==> src/rtl/oam_dma_pkg.sv <==
// Shared PPU-side definitions for the sprite DMA engine.
//   state_e    : DMA sequencer states
//   OAMDMA_REG : CPU address of the OAMDMA trigger register
//   XFER_LEN   : bytes copied per transfer (one CPU page)
package oam_dma_pkg;

    typedef enum logic [2:0] {
        StIdle,
        StHalt,
        StAlign,
        StRead,
        StWrite
    } state_e;

    localparam logic [15:0] OAMDMA_REG = 16'h4014;
    localparam int unsigned XFER_LEN   = 256;

endpackage

==> src/rtl/oam_dma_if.sv <==
// CPU bus / OAM write-port bundle seen by the sprite DMA engine.
//   master : the DMA side (samples CPU writes and read data, drives halt/read/OAM-write)
//   slave  : the system side (CPU fabric, bus memory and OAM)
// Signals:
//   cpu_addr/cpu_we/cpu_wdata : CPU write snoop for the trigger register
//   cpu_halted                : CPU has stopped and released the bus
//   oam_start                 : current OAMADDR
//   halt_req/dma_active       : halt request / bus ownership
//   mem_addr/mem_rd/mem_rdata : bus read port
//   oam_addr/oam_we/oam_wdata : OAM write port
interface oam_dma_if #(
    parameter int unsigned OAM_AW = 8
) ();

    logic [15:0]       cpu_addr;
    logic              cpu_we;
    logic [7:0]        cpu_wdata;
    logic              cpu_halted;
    logic [OAM_AW-1:0] oam_start;
    logic              halt_req;
    logic              dma_active;
    logic [15:0]       mem_addr;
    logic              mem_rd;
    logic [7:0]        mem_rdata;
    logic [OAM_AW-1:0] oam_addr;
    logic              oam_we;
    logic [7:0]        oam_wdata;

    modport master (
        input  cpu_addr, cpu_we, cpu_wdata, cpu_halted, oam_start, mem_rdata,
        output halt_req, dma_active, mem_addr, mem_rd, oam_addr, oam_we, oam_wdata
    );

    modport slave (
        output cpu_addr, cpu_we, cpu_wdata, cpu_halted, oam_start, mem_rdata,
        input  halt_req, dma_active, mem_addr, mem_rd, oam_addr, oam_we, oam_wdata
    );

endinterface

==> src/rtl/oam_dma.sv <==
// Sprite DMA master. A CPU write to $4014 latches a page number and OAMADDR, requests a
// CPU halt, then copies XFER_LEN bytes from $XX00.. into OAM starting at OAMADDR, one
// READ/WRITE pair per byte. Reads always land on get cycles; an ALIGN cycle is inserted
// when the halt is granted on the wrong parity.
// Ports:
//   clk     : system clock
//   rst_n   : asynchronous active-low reset
//   clk_en  : CPU-cycle enable; state only advances when high
//   dma_io  : CPU snoop, bus read port and OAM write port (master side)
module oam_dma #(
    parameter int unsigned OAM_AW   = 8,
    parameter int unsigned XFER_LEN = oam_dma_pkg::XFER_LEN
) (
    input  logic       clk,
    input  logic       rst_n,
    input  logic       clk_en,
    oam_dma_if.master  dma_io
);

    import oam_dma_pkg::*;

    localparam logic [7:0] LastIdx = 8'(XFER_LEN - 1);

    state_e            state_q;
    logic              put_q;
    logic [7:0]        page_q;
    logic [7:0]        idx_q;
    logic [OAM_AW-1:0] base_q;
    logic              halt_req_q;
    logic              dma_active_q;
    logic              mem_rd_q;
    logic [15:0]       mem_addr_q;
    logic              oam_we_q;
    logic [OAM_AW-1:0] oam_addr_q;
    logic [7:0]        oam_wdata_q;  // doubles as the byte data register

    logic trigger;
    assign trigger = dma_io.cpu_we && (dma_io.cpu_addr == OAMDMA_REG);

    always_ff @(posedge clk or negedge rst_n) begin
        if (!rst_n) begin
            state_q      <= StIdle;
            put_q        <= 1'b0;
            page_q       <= '0;
            idx_q        <= '0;
            base_q       <= '0;
            halt_req_q   <= 1'b0;
            dma_active_q <= 1'b0;
            mem_rd_q     <= 1'b0;
            mem_addr_q   <= '0;
            oam_we_q     <= 1'b0;
            oam_addr_q   <= '0;
            oam_wdata_q  <= '0;
        end else if (clk_en) begin
            put_q    <= ~put_q;
            mem_rd_q <= 1'b0;
            oam_we_q <= 1'b0;
            unique case (state_q)
                StIdle: begin
                    if (trigger) begin
                        page_q     <= dma_io.cpu_wdata;
                        base_q     <= dma_io.oam_start;
                        idx_q      <= '0;
                        halt_req_q <= 1'b1;
                        state_q    <= StHalt;
                    end
                end
                StHalt: begin
                    if (dma_io.cpu_halted) begin
                        dma_active_q <= 1'b1;
                        // put_q high now means the next cycle is a get cycle
                        if (put_q) begin
                            mem_rd_q   <= 1'b1;
                            mem_addr_q <= {page_q, idx_q};
                            state_q    <= StRead;
                        end else begin
                            state_q <= StAlign;
                        end
                    end
                end
                StAlign: begin
                    mem_rd_q   <= 1'b1;
                    mem_addr_q <= {page_q, idx_q};
                    state_q    <= StRead;
                end
                StRead: begin
                    oam_wdata_q <= dma_io.mem_rdata;
                    oam_addr_q  <= base_q + OAM_AW'(idx_q);
                    oam_we_q    <= 1'b1;
                    state_q     <= StWrite;
                end
                StWrite: begin
                    if (idx_q == LastIdx) begin
                        halt_req_q   <= 1'b0;
                        dma_active_q <= 1'b0;
                        state_q      <= StIdle;
                    end else begin
                        idx_q      <= idx_q + 8'd1;
                        mem_rd_q   <= 1'b1;
                        mem_addr_q <= {page_q, idx_q + 8'd1};
                        state_q    <= StRead;
                    end
                end
                default: state_q <= StIdle;
            endcase
        end
    end

    assign dma_io.halt_req   = halt_req_q;
    assign dma_io.dma_active = dma_active_q;
    assign dma_io.mem_rd     = mem_rd_q;
    assign dma_io.mem_addr   = mem_addr_q;
    // Qualified by clk_en so a stalled WRITE cycle never issues a second OAM write.
    assign dma_io.oam_we     = oam_we_q & clk_en;
    assign dma_io.oam_addr   = oam_addr_q;
    assign dma_io.oam_wdata  = oam_wdata_q;

endmodule

==> src/flat_wrapper.sv <==
// flat-port wrapper written by rule: the top's interface ports become plain ports
module oam_dma_flat import oam_dma_pkg::*;
#(
    parameter int unsigned OAM_AW   = 8,
    parameter int unsigned XFER_LEN = oam_dma_pkg::XFER_LEN
)
  (clk, rst_n, clk_en, dma_io_cpu_addr, dma_io_cpu_we, dma_io_cpu_wdata, dma_io_cpu_halted, dma_io_oam_start, dma_io_mem_rdata, dma_io_halt_req, dma_io_dma_active, dma_io_mem_addr, dma_io_mem_rd, dma_io_oam_addr, dma_io_oam_we, dma_io_oam_wdata);
  oam_dma_if #(.OAM_AW(OAM_AW)) dma_io_i ();
  input  logic clk;
  input  logic rst_n;
  input  logic clk_en;
  input wire logic [$bits(dma_io_i.cpu_addr)-1:0] dma_io_cpu_addr;
  input wire logic [$bits(dma_io_i.cpu_we)-1:0] dma_io_cpu_we;
  input wire logic [$bits(dma_io_i.cpu_wdata)-1:0] dma_io_cpu_wdata;
  input wire logic [$bits(dma_io_i.cpu_halted)-1:0] dma_io_cpu_halted;
  input wire logic [$bits(dma_io_i.oam_start)-1:0] dma_io_oam_start;
  input wire logic [$bits(dma_io_i.mem_rdata)-1:0] dma_io_mem_rdata;
  output wire logic [$bits(dma_io_i.halt_req)-1:0] dma_io_halt_req;
  output wire logic [$bits(dma_io_i.dma_active)-1:0] dma_io_dma_active;
  output wire logic [$bits(dma_io_i.mem_addr)-1:0] dma_io_mem_addr;
  output wire logic [$bits(dma_io_i.mem_rd)-1:0] dma_io_mem_rd;
  output wire logic [$bits(dma_io_i.oam_addr)-1:0] dma_io_oam_addr;
  output wire logic [$bits(dma_io_i.oam_we)-1:0] dma_io_oam_we;
  output wire logic [$bits(dma_io_i.oam_wdata)-1:0] dma_io_oam_wdata;
  assign dma_io_i.cpu_addr = dma_io_cpu_addr;
  assign dma_io_i.cpu_we = dma_io_cpu_we;
  assign dma_io_i.cpu_wdata = dma_io_cpu_wdata;
  assign dma_io_i.cpu_halted = dma_io_cpu_halted;
  assign dma_io_i.oam_start = dma_io_oam_start;
  assign dma_io_i.mem_rdata = dma_io_mem_rdata;
  assign dma_io_halt_req = dma_io_i.halt_req;
  assign dma_io_dma_active = dma_io_i.dma_active;
  assign dma_io_mem_addr = dma_io_i.mem_addr;
  assign dma_io_mem_rd = dma_io_i.mem_rd;
  assign dma_io_oam_addr = dma_io_i.oam_addr;
  assign dma_io_oam_we = dma_io_i.oam_we;
  assign dma_io_oam_wdata = dma_io_i.oam_wdata;
  oam_dma #(.OAM_AW(OAM_AW), .XFER_LEN(XFER_LEN)) u_core (.clk(clk), .rst_n(rst_n), .clk_en(clk_en), .dma_io(dma_io_i));
endmodule
==> config.mk <==
export PLATFORM = sky130hd
export DESIGN_NAME = oam_dma_flat
export DESIGN_NICKNAME = d
export VERILOG_FILES = /design/src/rtl/oam_dma_pkg.sv /design/src/rtl/oam_dma_if.sv /design/src/rtl/oam_dma.sv /design/src/flat_wrapper.sv
export SDC_FILE = /design/constraint.sdc
export NUM_CORES = 1
export LEC_CHECK = 0
export CORE_MARGIN = 8
export CORE_UTILIZATION = 35
export CTS_CLUSTER_DIAMETER = 100
export DETAILED_ROUTE_END_ITERATION = 8
export GPL_ROUTABILITY_DRIVEN = 0
export PLACE_DENSITY_LB_ADDON = 0.05
export SLEW_MARGIN = 10
export SYNTH_ARGS = -nofsm -noshare
export SYNTH_HDL_FRONTEND = slang
export SYNTH_SLANG_ARGS = --single-unit
==> constraint.sdc <==
create_clock -name clk -period 4.4 [get_ports clk]
set_clock_uncertainty 0.15 [all_clocks]
set_input_delay 0.44 -clock clk [delete_from_list [all_inputs] [get_ports clk]]
set_output_delay 0.44 -clock clk [all_outputs]
set_load 0.01 [all_outputs]
# [Word-level counts from Yosys, hierarchy flattened]
# Cells that the tools add are included.
[classes] n_reduce_logical=12 addsub=2 muxes=22 n_eq_ne=11 bitwise=2
[op_table] op="2-to-1 mux 16 bit" n=3
[op_table] op="one-hot mux 16 bit (3 select lines)" n=1
[op_table] op="== test 16 x 15 -> 1 bit (second input constant)" n=1
[op_table] op="2-to-1 mux 8 bit" n=2
[op_table] op="one-hot mux 8 bit (2 select lines)" n=1
[op_table] op="one-hot mux 3 bit (5 select lines)" n=1
[op_table] op="AND reduction 4 bit" n=3
[op_table] op="adder 8 x 1 -> 8 bit (second input constant)" n=1
[op_table] op="adder 8 bit" n=1
[op_table] op="== test 8 bit (second input constant)" n=1
[op_table] op="2-to-1 mux 1 bit" n=8
[op_table] op="== test 3 x 2 -> 1 bit (second input constant)" n=2
[op_table] op="2-to-1 mux 3 bit" n=2
[op_table] op="inequality test 2 x 1 -> 1 bit (second input constant)" n=3
[op_table] op="AND reduction 3 bit" n=2
[op_table] op="AND reduction 5 bit" n=1
[op_table] op="inequality test 2 bit (second input constant)" n=2
[op_table] op="one-hot mux 1 bit (2 select lines)" n=2
[op_table] op="nonzero test 2 bit" n=2
[op_table] op="== test 3 x 1 -> 1 bit (second input constant)" n=1
[op_table] op="== test 3 bit (second input constant)" n=1
[op_table] op="zero test 3 bit" n=1
[op_table] op="one-hot mux 1 bit (3 select lines)" n=1
[op_table] op="nonzero test 3 bit" n=1
[op_table] op="other kinds (5)" n=5
[word_totals] register_bits=64 input_bits=45

# [Longest topological paths before layout]
[depth] depth_word=4 mapped_depth=8 depth_no_buf=7

# [Least setup slack after synthesis]
# OpenSTA, ideal clock, no wires.
[synth_timing] path_type="input port to flip-flop" start="input port dma_io_cpu_addr[7]" end="register u_core.base_q[2]" setup_slack_ns=2.166 n_path_buf=1 arrival_ns=1.959 stages=4 setup_ns=0.125 path_cell_list="or4bb_1 > nor3_4 > buf_2 > mux2_2"
[synth_via] elab_chain_cells=3
[synth_lines] item="start, declared" line="flat_wrapper.sv:12" text="input wire logic [$bits(dma_io_i.cpu_addr)-1:0] dma_io_cpu_addr;"
[synth_lines] item="== test 16 x 15 -> 1 bit" line="oam_dma.sv:38" text="assign trigger = dma_io.cpu_we && (dma_io.cpu_addr == OAMDMA_REG);"
[synth_lines] item="logical AND 1 bit" line="oam_dma.sv:38"
[synth_lines] item="AND reduction 3 bit (no source line)"
[synth_lines] item="end signal, assigned" line="oam_dma.sv:62" text="base_q <= dma_io.oam_start;"
[synth_lines] item="end, declared" line="oam_dma.sv:28" text="logic [OAM_AW-1:0] base_q;"
# No other way between the ends.
# A chain may end at the register's enable or synchronous reset.

# [Final worst setup path]
[layout_timing] start="input port clk_en" end="register u_core.oam_wdata_q[1], in the netlist u_core.dma_io.oam_wdata[1]"
[layout_via] elab_chain_cells=1
[layout_lines] item="start, declared" line="flat_wrapper.sv:11" text="input logic clk_en;"
[layout_lines] item="AND reduction 2 bit (no source line)"
[layout_lines] item="end signal, assigned" line="oam_dma.sv:87" text="oam_wdata_q <= dma_io.mem_rdata;"
[layout_lines] item="end, declared" line="oam_dma.sv:35" text="logic [7:0] oam_wdata_q;"
# No other way between the ends.

==> key figures <==
Run status
  • Status: completed

Detailed routing
  • DRC viols: 0
  • Detailed Route Iter0 Violations: 78
  • Post-DRT Antenna Nets: 0
  • Drt first pass iters: 4
  • Vias: 2,305
  • Final WL: 7.30 mm
  • Wire per inst: 15.6 µm
  • Via density: 4.93

Placed design
  • Placed Cells incl. Taps: 452
  • IO Port Bufs: 80
  • Placed Area: 3980 µm²
  • Final HPWL DP: 5.30 mm

Pwr
  • Tot Pwr: 1.84 mW
  • Leak pwr: 1.89 nW
  • Worst VDD drop: 0.312 mV
  • PD cells: 439 nW/µm²

GRT
  • Gr ovfl total: 0
  • Initial antenna violation count: 0
  • Pin count of the biggest net entering global routing: 37
  • Total track usage: 0.120
  • First-pass GRT wire length: 12.0 mm
  • Vias in the first global route: 2,368

Die
  • Core area: 8720 µm²
  • Initial core utilization: 0.359
  • Die ar.: 12,200 µm²
  • Die W: 111 µm
  • Row count: 34
  • # IOs: 81
  • Chip height: 111 µm

Synthesis
  • Asr flop ratio synth: 1.00
  • Post-synth top cells: 64 x dfrtp_1, 40 x mux2_2, 24 x o21ai_0, 23 x nand2_1, 13 x a21oi_1
  • Synth area leaders: dfrtp_1 51%, mux2_2 14%, o21ai_0 3.8%
  • Net Count, Synth: 330
  • Unique masters post-synth: 48
  • Most frequent cell after synthesis: dfrtp_1
  • Syn_area_per_cell: 11.4 µm²
  • Sequential-to-total area share from yosys stat: 0.511
  • EDFF count, synth: 0
  • Mapped Cells: 275
  • Yosys top cell area share: 0.511
  • Mapped cell area: 3130 µm²
  • Yosys reg bits: 64
  • Yosys warning count: 0
  • Largest area contributor in the netlist: dfrtp_1
  • Top_reg_cell synth: dfrtp_1

Clocking
  • H-tree levels: 3
  • Clk sinks: 64
  • Clk Tree Root Cell: clkbuf_8
  • Worst-skew pair later-pin latency: 340 ps
  • Post-CTS setup buffers: 0
  • Cells resized by post-CTS repair: 0
  • TritonCTS Buffers: 9
  • Clk pin slew, worst setup/hold paths: 80 ps
  • Clk buf depth: 2
  • CTS tree: yes
  • Hold buffers post-CTS: 0

Timing
  • Slew @ Worst Pin: 906 ps
  • Final setup vio count: 0
  • Final count of pins violating max slew: 0
  • Setup repair after global routing missed its margin: no
  • Fin crit period: 2590 ps
  • Slew HR: 0.395
  • FMAX: 386 MHz
  • Hold WS: 43.9 ps
  • Sum Neg Setup Slack: 0 ps
  • Final period utilization: 0.589
  • Final hold violation count: 0

Worst setup path
  • RR Startpoint: u_core.idx_q[1]
  • Startpoint types: input port
  • Crit Path Class: input port to register
  • CP Capture Type: register
  • Crit Reg-Reg Endpoint: u_core.idx_q[0]
  • R2R setup slack: 1920 ps
  • Worst endpoint required time: 4470 ps
  • CP max FO: 24
  • Critical Path Source: clk_en
  • Critical Path End: u_core.dma_io.oam_wdata[1]
  • Crit path DAT: 2670 ps
  • FF-to-FF path depth: 6

Finish
  • Layout cell share with drive strength beyond 1: 0.178
  • Final non-filler cell total: 468
  • P&R area growth vs syn: 33.7%
  • Inserted Diodes: 0
  • Final Instance Area: 4190 µm²
  • Nets: 410

Min path
  • HP Class: input port to asynchronous set/reset pin

Run
  • Max_cap viols: 0
==> per-stage QoR <==
step           utilization  setup slack (ps)
6_report             0.480              1810
5_1_grt              0.480              1640
4_1_cts              0.480              1790
3_5_place_dp         0.456              1420
3_3_place_gp         0.456              1450
2_1_floorplan            -              2170
==> cells by family after synthesis <==
kind of cell | share of synthesized area
xor+xnor | 0.0363
fa+ha+maj | 0.0423
mux | 0.152
buf+inv | 0.0495
flops | 0.511
simple gates | 0.114
compound gates | 0.0947
==> per-layer routing <==
metal | GRT usage | vias up | wire length (µm)
met1 | 0.149 | 1109 | 3270
li1 | - | 1129 | -
met3 | 0.0449 | 12 | 449
met4 | 0.0432 | 0 | 99
met5 | 0 | - | 0
met2 | 0.184 | 55 | 3480
==> cells in the final DEF (no fill, tap or decap), types with 9 or more instances in the layout <==
cell	instances
inv_1	11
clkdlybuf4s50_1	79
nor2_1	12
dfrtp_1	64
mux2_2	40
clkbuf_8	9
a21oi_1	13
ha_1	9
nand2_1	23
o21ai_0	24
==> flip-flops by register name (all words and copies together), names as in the netlist <==
name and cells:
u_core.base_q 8, u_core.dma_io.dma_active 1, u_core.dma_io.halt_req 1, u_core.dma_io.mem_addr 16, u_core.dma_io.mem_rd 1, u_core.dma_io.oam_addr 8
u_core.dma_io.oam_wdata 8, u_core.idx_q 8, u_core.oam_we_q 1, u_core.page_q 8, u_core.put_q 1, u_core.state_q 3
==> critical path: stages <==
cell and delay (ps):
clkdlybuf4s50_1 740, nor2b_1 270, nand3_1 670, mux2_2 530
==> worst min-delay path by stage <==
stage,end,startpoint
after detailed placement,u_core.dma_io.oam_addr[6],u_core.dma_io.oam_addr[6]
after global placement,u_core.dma_io.oam_addr[6],u_core.dma_io.oam_addr[6]
after floorplan,u_core.base_q[0],rst_n
after CTS,u_core.dma_io.mem_addr[5],rst_n
after global routing,u_core.dma_io.mem_addr[5],rst_n
final,u_core.dma_io.mem_addr[5],rst_n
==> power by group <==
| group | internal (mW) | leakage [nW] | switching (mW) |
|---|---|---|---|
| Clock | 0.317 | 0.110 | 0.239 |
| Combinational | 0.286 | 0.918 | 0.215 |
| Sequential | 0.688 | 0.858 | 0.0936 |
| Total | 1.29 | 1.89 | 0.548 |
==> final cells by class <==
| type | instances | area [µm²] |
|---|---|---|
| Clock buffer | 10 | 128 |
| Timing Repair Buffer | 83 | 818 |
| Multi-Input combinational cell | 185 | 1380 |
| Inverter | 12 | 45.0 |
| Tap cell | 108 | 135 |
| Sequential cell | 64 | 1600 |
| Fill cell | 814 | 4530 |
| Clock inverter | 6 | 83.8 |
Power figures use the tool's default switching activity.
